### src/rtl/data_stack_if.sv
// Operand-stack port bundle: control drives op/data/clearErr, the stack returns its state.
interface data_stack_if #(
  parameter int unsigned DEPTH = 16,
  parameter int unsigned WIDTH = 16
);
  localparam int unsigned DW = $clog2(DEPTH) + 1;

  logic [2:0]       stackOP;
  logic [WIDTH-1:0] stackWriteData;
  logic             clearErr;
  logic [WIDTH-1:0] top;
  logic [WIDTH-1:0] second;
  logic [DW-1:0]    depth;
  logic             empty;
  logic             full;
  logic             overflow;
  logic             underflow;

  modport master (
    output stackOP, stackWriteData, clearErr,
    input  top, second, depth, empty, full, overflow, underflow
  );

  modport slave (
    input  stackOP, stackWriteData, clearErr,
    output top, second, depth, empty, full, overflow, underflow
  );
endinterface

### src/rtl/data_stack.sv
// Hardware operand stack: top/second in dedicated registers, deeper entries in a spill array.
// One op per cycle, results visible right after the sampling edge; sticky over/underflow flags.
module data_stack #(
  parameter int unsigned DEPTH = 16,
  parameter int unsigned WIDTH = 16
) (
  input logic          CLK,
  input logic          reset,
  data_stack_if.slave  bus
);
  localparam int unsigned DW = $clog2(DEPTH) + 1;
  localparam int unsigned AN = DEPTH - 2;
  localparam int unsigned AW = $clog2(AN);

  typedef enum logic [2:0] {
    OpNop     = 3'b000,
    OpPush    = 3'b001,
    OpPop     = 3'b010,
    OpReplace = 3'b011,
    OpBinop   = 3'b100,
    OpDup     = 3'b101,
    OpSwap    = 3'b110,
    OpOver    = 3'b111
  } op_e;

  op_e              op;
  logic [WIDTH-1:0] top_q, top_d;
  logic [WIDTH-1:0] second_q, second_d;
  logic [DW-1:0]    depth_q, depth_d;
  logic [WIDTH-1:0] arr_q [AN];
  logic [WIDTH-1:0] arr_d [AN];
  logic             ovf_q, unf_q;
  logic             ovf_set, unf_set;
  logic             has1, has2, has3, is_full;
  logic             do_push, do_pull;
  logic [WIDTH-1:0] push_val;
  logic [DW-1:0]    push_pos, pull_pos;
  logic [AW-1:0]    push_idx, pull_idx;

  assign op = op_e'(bus.stackOP);

  assign has1    = (depth_q != '0);
  assign has2    = (depth_q >= DW'(2));
  assign has3    = (depth_q >= DW'(3));
  assign is_full = (depth_q == DW'(DEPTH));

  // Old second lands at new depth-3 on a push; the entry under second sits at depth-3.
  // Both are only used when the depth checks guarantee they are in range.
  assign push_pos = depth_q - DW'(2);
  assign pull_pos = depth_q - DW'(3);
  assign push_idx = push_pos[AW-1:0];
  assign pull_idx = pull_pos[AW-1:0];

  // Decode the op, validate depth, and form next-state values.
  always_comb begin
    top_d    = top_q;
    second_d = second_q;
    depth_d  = depth_q;
    arr_d    = arr_q;
    ovf_set  = 1'b0;
    unf_set  = 1'b0;
    do_push  = 1'b0;
    do_pull  = 1'b0;
    push_val = bus.stackWriteData;

    case (op)
      OpPush: begin
        if (is_full) ovf_set = 1'b1;
        else         do_push = 1'b1;
      end
      OpPop: begin
        if (!has1) unf_set = 1'b1;
        else begin
          top_d   = second_q;
          do_pull = 1'b1;
        end
      end
      OpReplace: begin
        if (!has1) unf_set = 1'b1;
        else       top_d   = bus.stackWriteData;
      end
      OpBinop: begin
        if (!has2) unf_set = 1'b1;
        else begin
          top_d   = bus.stackWriteData;
          do_pull = 1'b1;
        end
      end
      OpDup: begin
        // Empty is checked first so DUP on an empty stack reports underflow.
        if (!has1)        unf_set = 1'b1;
        else if (is_full) ovf_set = 1'b1;
        else begin
          push_val = top_q;
          do_push  = 1'b1;
        end
      end
      OpSwap: begin
        if (!has2) unf_set = 1'b1;
        else begin
          top_d    = second_q;
          second_d = top_q;
        end
      end
      OpOver: begin
        if (!has2)        unf_set = 1'b1;
        else if (is_full) ovf_set = 1'b1;
        else begin
          push_val = second_q;
          do_push  = 1'b1;
        end
      end
      default: ;
    endcase

    if (do_push) begin
      if (has2) arr_d[push_idx] = second_q;
      second_d = top_q;
      top_d    = push_val;
      depth_d  = depth_q + DW'(1);
    end

    // Vacated slots are zeroed so anything below the valid depth reads 0.
    if (do_pull) begin
      if (has3) begin
        second_d        = arr_q[pull_idx];
        arr_d[pull_idx] = '0;
      end else begin
        second_d = '0;
      end
      depth_d = depth_q - DW'(1);
    end
  end

  // State registers; a rejected op only touches the sticky flags (set beats clear).
  always_ff @(posedge CLK or negedge reset) begin
    if (!reset) begin
      top_q    <= '0;
      second_q <= '0;
      depth_q  <= '0;
      ovf_q    <= 1'b0;
      unf_q    <= 1'b0;
      for (int i = 0; i < int'(AN); i++) arr_q[i] <= '0;
    end else begin
      top_q    <= top_d;
      second_q <= second_d;
      depth_q  <= depth_d;
      arr_q    <= arr_d;
      ovf_q    <= ovf_set | (ovf_q & ~bus.clearErr);
      unf_q    <= unf_set | (unf_q & ~bus.clearErr);
    end
  end

  assign bus.top       = top_q;
  assign bus.second    = second_q;
  assign bus.depth     = depth_q;
  assign bus.empty     = (depth_q == '0);
  assign bus.full      = is_full;
  assign bus.overflow  = ovf_q;
  assign bus.underflow = unf_q;
endmodule

### src/flat_wrapper.sv
// flat-port wrapper written by rule: the top's interface ports become plain ports
module data_stack_flat 
#(
  parameter int unsigned DEPTH = 16,
  parameter int unsigned WIDTH = 16
)
  (CLK, reset, bus_stackOP, bus_stackWriteData, bus_clearErr, bus_top, bus_second, bus_depth, bus_empty, bus_full, bus_overflow, bus_underflow);
  data_stack_if #(.DEPTH(DEPTH), .WIDTH(WIDTH)) bus_i ();
  input logic CLK;
  input logic reset;
  input wire logic [$bits(bus_i.stackOP)-1:0] bus_stackOP;
  input wire logic [$bits(bus_i.stackWriteData)-1:0] bus_stackWriteData;
  input wire logic [$bits(bus_i.clearErr)-1:0] bus_clearErr;
  output wire logic [$bits(bus_i.top)-1:0] bus_top;
  output wire logic [$bits(bus_i.second)-1:0] bus_second;
  output wire logic [$bits(bus_i.depth)-1:0] bus_depth;
  output wire logic [$bits(bus_i.empty)-1:0] bus_empty;
  output wire logic [$bits(bus_i.full)-1:0] bus_full;
  output wire logic [$bits(bus_i.overflow)-1:0] bus_overflow;
  output wire logic [$bits(bus_i.underflow)-1:0] bus_underflow;
  assign bus_i.stackOP = bus_stackOP;
  assign bus_i.stackWriteData = bus_stackWriteData;
  assign bus_i.clearErr = bus_clearErr;
  assign bus_top = bus_i.top;
  assign bus_second = bus_i.second;
  assign bus_depth = bus_i.depth;
  assign bus_empty = bus_i.empty;
  assign bus_full = bus_i.full;
  assign bus_overflow = bus_i.overflow;
  assign bus_underflow = bus_i.underflow;
  data_stack #(.DEPTH(DEPTH), .WIDTH(WIDTH)) u_core (.CLK(CLK), .reset(reset), .bus(bus_i));
endmodule
### config.mk
export PLATFORM = sky130hd
export DESIGN_NAME = data_stack_flat
export DESIGN_NICKNAME = d
export VERILOG_FILES = /design/src/rtl/data_stack_if.sv /design/src/rtl/data_stack.sv /design/src/flat_wrapper.sv
export SDC_FILE = /design/constraint.sdc
export NUM_CORES = 1
export LEC_CHECK = 0
export ABC_CLOCK_PERIOD_IN_PS = 3700
export BUFFER_PORTS_ARGS = -buffer_cell sky130_fd_sc_hd__buf_2
export CAP_MARGIN = 0
export CORE_ASPECT_RATIO = 1.25
export CORE_UTILIZATION = 35
export DETAILED_ROUTE_END_ITERATION = 12
export SYNTH_ARGS = -nofsm -noshare
export SYNTH_HDL_FRONTEND = slang
export SYNTH_SLANG_ARGS = --single-unit
### constraint.sdc
create_clock -name CLK -period 3.7 [get_ports CLK]
set_input_delay 0.37 -clock CLK [delete_from_list [all_inputs] [get_ports CLK]]
set_output_delay 0.37 -clock CLK [all_outputs]
set_load 0.02 [all_outputs]
==> flow_metrics.tcl, run 1 <==
set metrics [dict create \
    timing.final.crit_period_ns 3.37 \
    grt_pass1_vias 9226 \
    r2r-end "u_core.bus.depth[4]" \
    run_status "finished, final reports clean" \
    antenna_cells 0 \
    drive_above_1_share 0.218 \
    synth_area_leaders "dfrtp_1 49%, mux2i_1 18%, mux4_2 8.0%, nor2_1 7.4%, mux2_2 2.6%" \
    detailed_place_hpwl_microns 22100 \
    synth_edf_count 0 \
    cp_num_buf_inv 3 \
    grt.overflow.total 0 \
    cp-end-kind "flip-flop" \
    slew_headroom 0.156 \
    row_count 79 \
    htreeDepth 1 \
    fp.dieH_microns 221 \
    synth_commonest_cells "264 x nor2_1, 263 x dfrtp_1, 243 x mux2i_1" \
    dieArea_sq_um 39200 \
    r2r_slack_ns 0.33 \
    yosysMostFrequentCell "nor2_1" \
    seq_area_frac_synth 0.490 \
    worstPathCellList "inv_1 -> ha_4 -> or4b_1 -> inv_2 -> nor2_1 -> o21bai_2 -> inv_1 -> fa_1 -> a21o_1 -> a21oi_1 -> a211oi_1 -> a21oi_1 -> xnor2_1" \
    fmax_mhz 297 \
    finalSetupViolCount 0 \
    ys_warn_count 0 \
    worstSetupStartpointType "flip-flop" \
    die_w_microns 177 \
    cts_tree "yes" \
    place_congestion 0.859 \
    drt_iter0_markers 690 \
    hold_viol_final 0 \
    post-cts-setup-buffers 0 \
    vias 9017 \
    wl_per_cell_microns 21.3 \
    fin_ws_ns 0.330 \
    synth_top_area_share 0.490 \
    tightest_slew_ns 1.27 \
    fill_cells 3625 \
    ios 63 \
    cap_violations 0 \
    drtPass1Iterations 5 \
    maxSlewViolCount 0 \
    crit_family "compound AO/OA/AOI/OAI gates" \
    ant_nets 0 \
    vias_per_cell 5.34 \
    setup_tns_ns 0 \
    post-route-period-util 0.911 \
    grt_max_degree 88 \
    clockRootBuffer "clkbuf_16" \
    crit_type "reg2reg" \
    ys_seq_elements 263 \
    syn_inst 1143 \
    grt_use_total 0.186 \
    critPathSlowestCell "or4b_1" \
    core_area_sq_um 37600 \
    grt_setup_unrepaired "no" \
    drc 0 \
    start_util 0.358 \
    reg2reg_from "u_core.bus.depth[0]" \
    powerDensity_nw_per_um2 934 \
    syn_avg_cell_area_sq_um 11.8 \
    synth.distinct_cells 57 \
    syn_nets 1176 \
    antenna_found_initial 0 \
    finalWirelength_microns 36000 \
    grt_pass1_wl_microns 56200 \
    yosysTopAreaCell "dfrtp_1" \
    cpPeakStageDelay_ns 0.61 \
    cts_buffers 28 \
    synth_flop_cell "dfrtp_1" \
    power.leakage_nw 8.07 \
    crit_start "u_core.bus.depth[0]" \
    insertion_delay_ns 0.55 \
    place_ws_ns 0.366 \
    syn2layout_area_growth_pct 13.2 \
    clock_skew_ns 0.0151 \
    hold_class "in2reg" \
    synth_area_sq_um 13400 \
    clockBufferDepth 3 \
    reg2reg_depth 13 \
    crit_path_end "u_core.bus.depth[4]" \
    ys_async_sr_fraction 1.00 \
    cp.required_ns 4.17 \
    vdd_drop_max_mv 0.551 \
    path_clk_slew_ns 0.06 \
    worst-endpoint-arrival_ns 3.84 \
    port_buffers 62 \
    cts_sinks 263 \
    cp_max_fo 14 \
    num-nets-final 1214 \
    critical_path_depth 13 \
]
-- through the flow --
stage          power, mW  area [sq um]  std cells   util  hold WS (ns)
3_3_place_gp        11.1         14200       1636  0.378         0.406
2_1_floorplan       9.29         13400       1143      -        0.0744
5_1_grt             15.0         15200       1689  0.405        0.0350
4_1_cts             14.3         15200       1689  0.405       0.00355
3_5_place_dp        11.3         14200       1636  0.378         0.409
6_report            14.2         15200       1689  0.405        0.0230
-- layout by cell type (no fill, tap or decap), types with 6 or more instances in the layout --
master and n:
nor2_1 264, dfrtp_1 262, mux2i_1 243, buf_2 61
mux4_2 48, o22ai_1 33, buf_4 33, mux2_2 31
clkbuf_16 28, nand2_1 23, nor3_1 16, a211o_1 16
nor3b_2 14, a21oi_1 10, ha_1 9, inv_1 8
o21ai_0 7, clkinv_2 7, clkbuf_8 7, nand2_2 6
-- sequential cells by signal (all words and copies together) (netlist names) --
| name | count |
|---|---|
| u_core.bus.overflow | 1 |
| u_core.bus.depth | 5 |
| u_core.bus.top | 16 |
| u_core.arr_q | 224 |
| u_core.bus.second | 16 |
| u_core.bus.underflow | 1 |
-- routing by layer --
metal	vias up	track usage	part of all wire	wire, microns
met3	57	0.0174	0.041	1460
met5	-	0	0	0
met4	0	0.0731	0.035	1250
li1	4105	-	-	-
met2	241	0.321	0.50	18100
met1	4614	0.239	0.42	15100
-- worst reg2reg max path: stages, from the launching register on --
cell and delay (ns):
dfrtp_4 0.57, inv_1 0.18, ha_4 0.25, or4b_1 0.62, inv_2 0.15, nor2_1 0.06, o21bai_2 0.15, inv_1 0.14
fa_1 0.42, a21o_1 0.18, a21oi_1 0.20, a211oi_1 0.08, a21oi_1 0.16, xnor2_1 0.14
-- kinds of logic (layout without fill, tap and decap cells) --
family | after synthesis | count (layout) | synth area share
buffers and inverters | 100 | 160 | 0.0430
flip-flops | 263 | 263 | 0.490
multiplexers | 322 | 322 | 0.288
adder cells (fa/ha/maj) | 11 | 11 | 0.0108
AND/OR/NAND/NOR | 349 | 349 | 0.116
AO/OA/AOI/OAI | 93 | 93 | 0.0499
XOR/XNOR | 5 | 5 | 0.00326
-- where the power goes --
part,total [mW],internal (mW),switching (mW)
logic,5.95,2.70,3.25
registers,5.25,4.05,1.21
clock network,2.99,1.81,1.18
-- cell type report --
class / count / area (sq um) / area share
sequential: 263 / 6590 / 0.433
multi-input combinational: 780 / 6350 / 0.417
tap: 486 / 608 / 0.0400
timing repair buffer: 99 / 638 / 0.0420
inverter: 9 / 33.8 / 0.00222
clock buffer: 39 / 812 / 0.0534
clock inverter: 13 / 180 / 0.0119
-- repair_timing --
action | CTS | global route
setup endpoints to repair | 0 | 0
resized for setup | 0 | 0
hold buffers | 1 | 0
endpoints found under the hold margin | 78 | 0
-- how the worst min path moves through the flow --
stage | slack, ns | from | cells past startpoint | endpoint
2_1_floorplan | 0.07 | reset | 0 | u_core.arr_q[0]
3_3_place_gp | 0.41 | reset | 1 | u_core.arr_q[91]
3_5_place_dp | 0.41 | reset | 1 | u_core.arr_q[43]
4_1_cts | 0.004 | bus_clearErr | 2 | u_core.bus.overflow
5_1_grt | 0.04 | bus_clearErr | 2 | u_core.bus.overflow
6_report | 0.02 | bus_clearErr | 2 | u_core.bus.overflow
(Power assumes the default switching activity.)
==> run 2: changes to the inputs <==
CORE_UTILIZATION = 30   (was 35)
CTS_BUF_LIST = sky130_fd_sc_hd__clkbuf_16   (was not set)
==> run 2 against run 1 <==
Compared with the run above: global-route usage decreased by 2.4 points; setup slack improved by 0.087 ns; count of clock-buffer cells in the layout decreased by 9; clock power decreased by 9.7%; worst hold slack improved by 0.14 ns; sequential share of layout area decreased by 0.096 points; critical endpoint unchanged; largest cell class unchanged.
==> flow_metrics.tcl, run 2 (synthesis gave the netlist of run 1 again) <==
set metrics [dict create \
    grt_pass1_vias 9425 \
    slew_headroom 0.199 \
    p_switching_mw 5.67 \
    run_status "finished, final reports clean" \
    worst-endpoint-arrival_ns 3.75 \
    ant_nets 0 \
    final_area_sq_um 15200 \
    dpl.cell_count 1725 \
    cp-end-kind "flip-flop" \
    finalWirelength_microns 36600 \
    wl_per_cell_microns 20.6 \
    fmax_mhz 305 \
    layout_commonest_cell "nor2_1" \
    cts_tree "yes" \
    die_w_microns 191 \
    syn2layout_area_growth_pct 13.4 \
    setup_tns_ns 0 \
    largest_register_ffs 224 \
    clock_skew_ns 0.0210 \
    htreeDepth 1 \
    fin_ws_ns 0.417 \
    power_frac_seq 0.371 \
    maxSlewViolCount 0 \
    post-route-util 0.345 \
    post-route-period-util 0.887 \
    clockBufferDepth 3 \
    grt_use_total 0.163 \
    timing.final.crit_period_ns 3.28 \
    tightest_slew_ns 1.20 \
    grt.overflow.total 0 \
    clkPwrFrac 0.194 \
    grt_setup_unrepaired "no" \
    num-nets-final 1220 \
    drt_iter0_markers 644 \
    fp.dieH_microns 239 \
    final_cells 1780 \
    hold_viol_final 0 \
    row_count 86 \
    cp_max_fo 12 \
    antenna_cells 0 \
    grt_max_degree 96 \
    path_clk_slew_ns 0.06 \
    insertion_delay_ns 0.55 \
    vias_per_cell 5.12 \
    p_int_mw 8.28 \
    r2r_slack_ns 0.42 \
    swShare 0.406 \
    place_ws_ns 0.455 \
    finalSetupViolCount 0 \
    drive_above_1_share 0.210 \
    detailed_place_hpwl_microns 22500 \
    cap_violations 0 \
    multiInputGateArea_sq_um 6350 \
    timing.hold.ws_ns 0.167 \
    power_frac_comb 0.435 \
    cp.required_ns 4.17 \
    antenna_found_initial 0 \
    holdPathStages 3 \
    powerDensity_nw_per_um2 916 \
    start_util 0.305 \
    place_congestion 0.835 \
    power_mw 14.0 \
    clockRootBuffer "clkbuf_16" \
    cts_sinks 263 \
    vdd_drop_max_mv 0.612 \
    fill_cells 4407 \
    place_area_sq_um 14300 \
    power.leakage_nw 8.05 \
    ff_latch_area_sq_um 6590 \
    ios 63 \
    mostFrequentLayoutCells "264 x nor2_1, 262 x dfrtp_1, 243 x mux2i_1" \
    drc 0 \
    worstSetupStartpointType "flip-flop" \
    drtPass1Iterations 5 \
    post-cts-setup-buffers 0 \
    crit_type "reg2reg" \
    core_area_sq_um 44100 \
    hold_class "in2reg" \
    vias 9111 \
    cts_buffers 30 \
    port_buffers 62 \
    cts_resized 0 \
    dieArea_sq_um 45600 \
    grt_pass1_wl_microns 57000 \
    reg2reg_depth 13 \
    largest-register "u_core.arr_q" \
]
## run 2: cell count changes in the layout (fill, tap and decap cells not counted)
| cell | before | now |
|---|---|---|
| dlygate4sd3_1 | 1 | 2 |
| buf_4 | 33 | 36 |
| clkbuf_8 | 7 | 0 |
| clkinv_1 | 0 | 10 |
| clkbuf_16 | 28 | 30 |
| bufinv_16 | 4 | 1 |
| clkbuf_1 | 4 | 0 |
| clkinv_2 | 7 | 4 |
| inv_1 | 8 | 14 |
## run 2: power by group through the flow
stage | Combinational (mW) | Sequential, mW | Clock (mW)
CTS | 6.10 | 5.18 | 2.76
finish | 6.07 | 5.18 | 2.70
floorplan | 4.40 | 4.89 | 0
global placement | 5.99 | 5.16 | 0
global route | 6.54 | 5.34 | 2.89
detailed placement | 6.09 | 5.22 | 0
## run 2: final cells by class
cell class / count / area share
clock buffer: 30 / 0.0493
clock inverter: 23 / 0.00887
inverter: 9 / 0.00222
multi-input combinational: 780 / 0.416
sequential: 263 / 0.432
tap: 572 / 0.0470
timing repair buffer: 103 / 0.0440
## run 2: critical path, cell delays in order, from the launching register on
cell and delay (ns):
dfrtp_4 0.50, inv_1 0.16, ha_4 0.25, or4b_1 0.61, inv_2 0.15, nor2_1 0.06, o21bai_2 0.17, inv_1 0.14
fa_1 0.43, a21o_1 0.18, a21oi_1 0.19, a211oi_1 0.07, a21oi_1 0.17, xnor2_1 0.13
## run 2: timing repair
item / CTS / global route
hold buffers: 2 / 0
hold endpoints to repair: 92 / 0
endpoints found under the setup margin: 0 / 0
## run 2: worst paths after layout
kind | from | end
worst max-delay path | u_core.bus.depth[0] | u_core.bus.depth[4]
worst min-delay path | bus_stackWriteData[11] | u_core.bus.top[11]
worst max register to register | u_core.bus.depth[0] | u_core.bus.depth[4]
worst min register to register | u_core.arr_q[63] | u_core.arr_q[63]
max in group asynchronous | reset | u_core.arr_q[115]
min in group asynchronous | reset | u_core.arr_q[1]
## run 2: routing by layer
metal | part of all wire | global-route usage | wire (microns)
met3 | 0.038 | 0.0207 | 1410
met4 | 0.033 | 0.0548 | 1200
met1 | 0.44 | 0.217 | 16100
met2 | 0.49 | 0.272 | 17900
met5 | 0 | 0 | 0
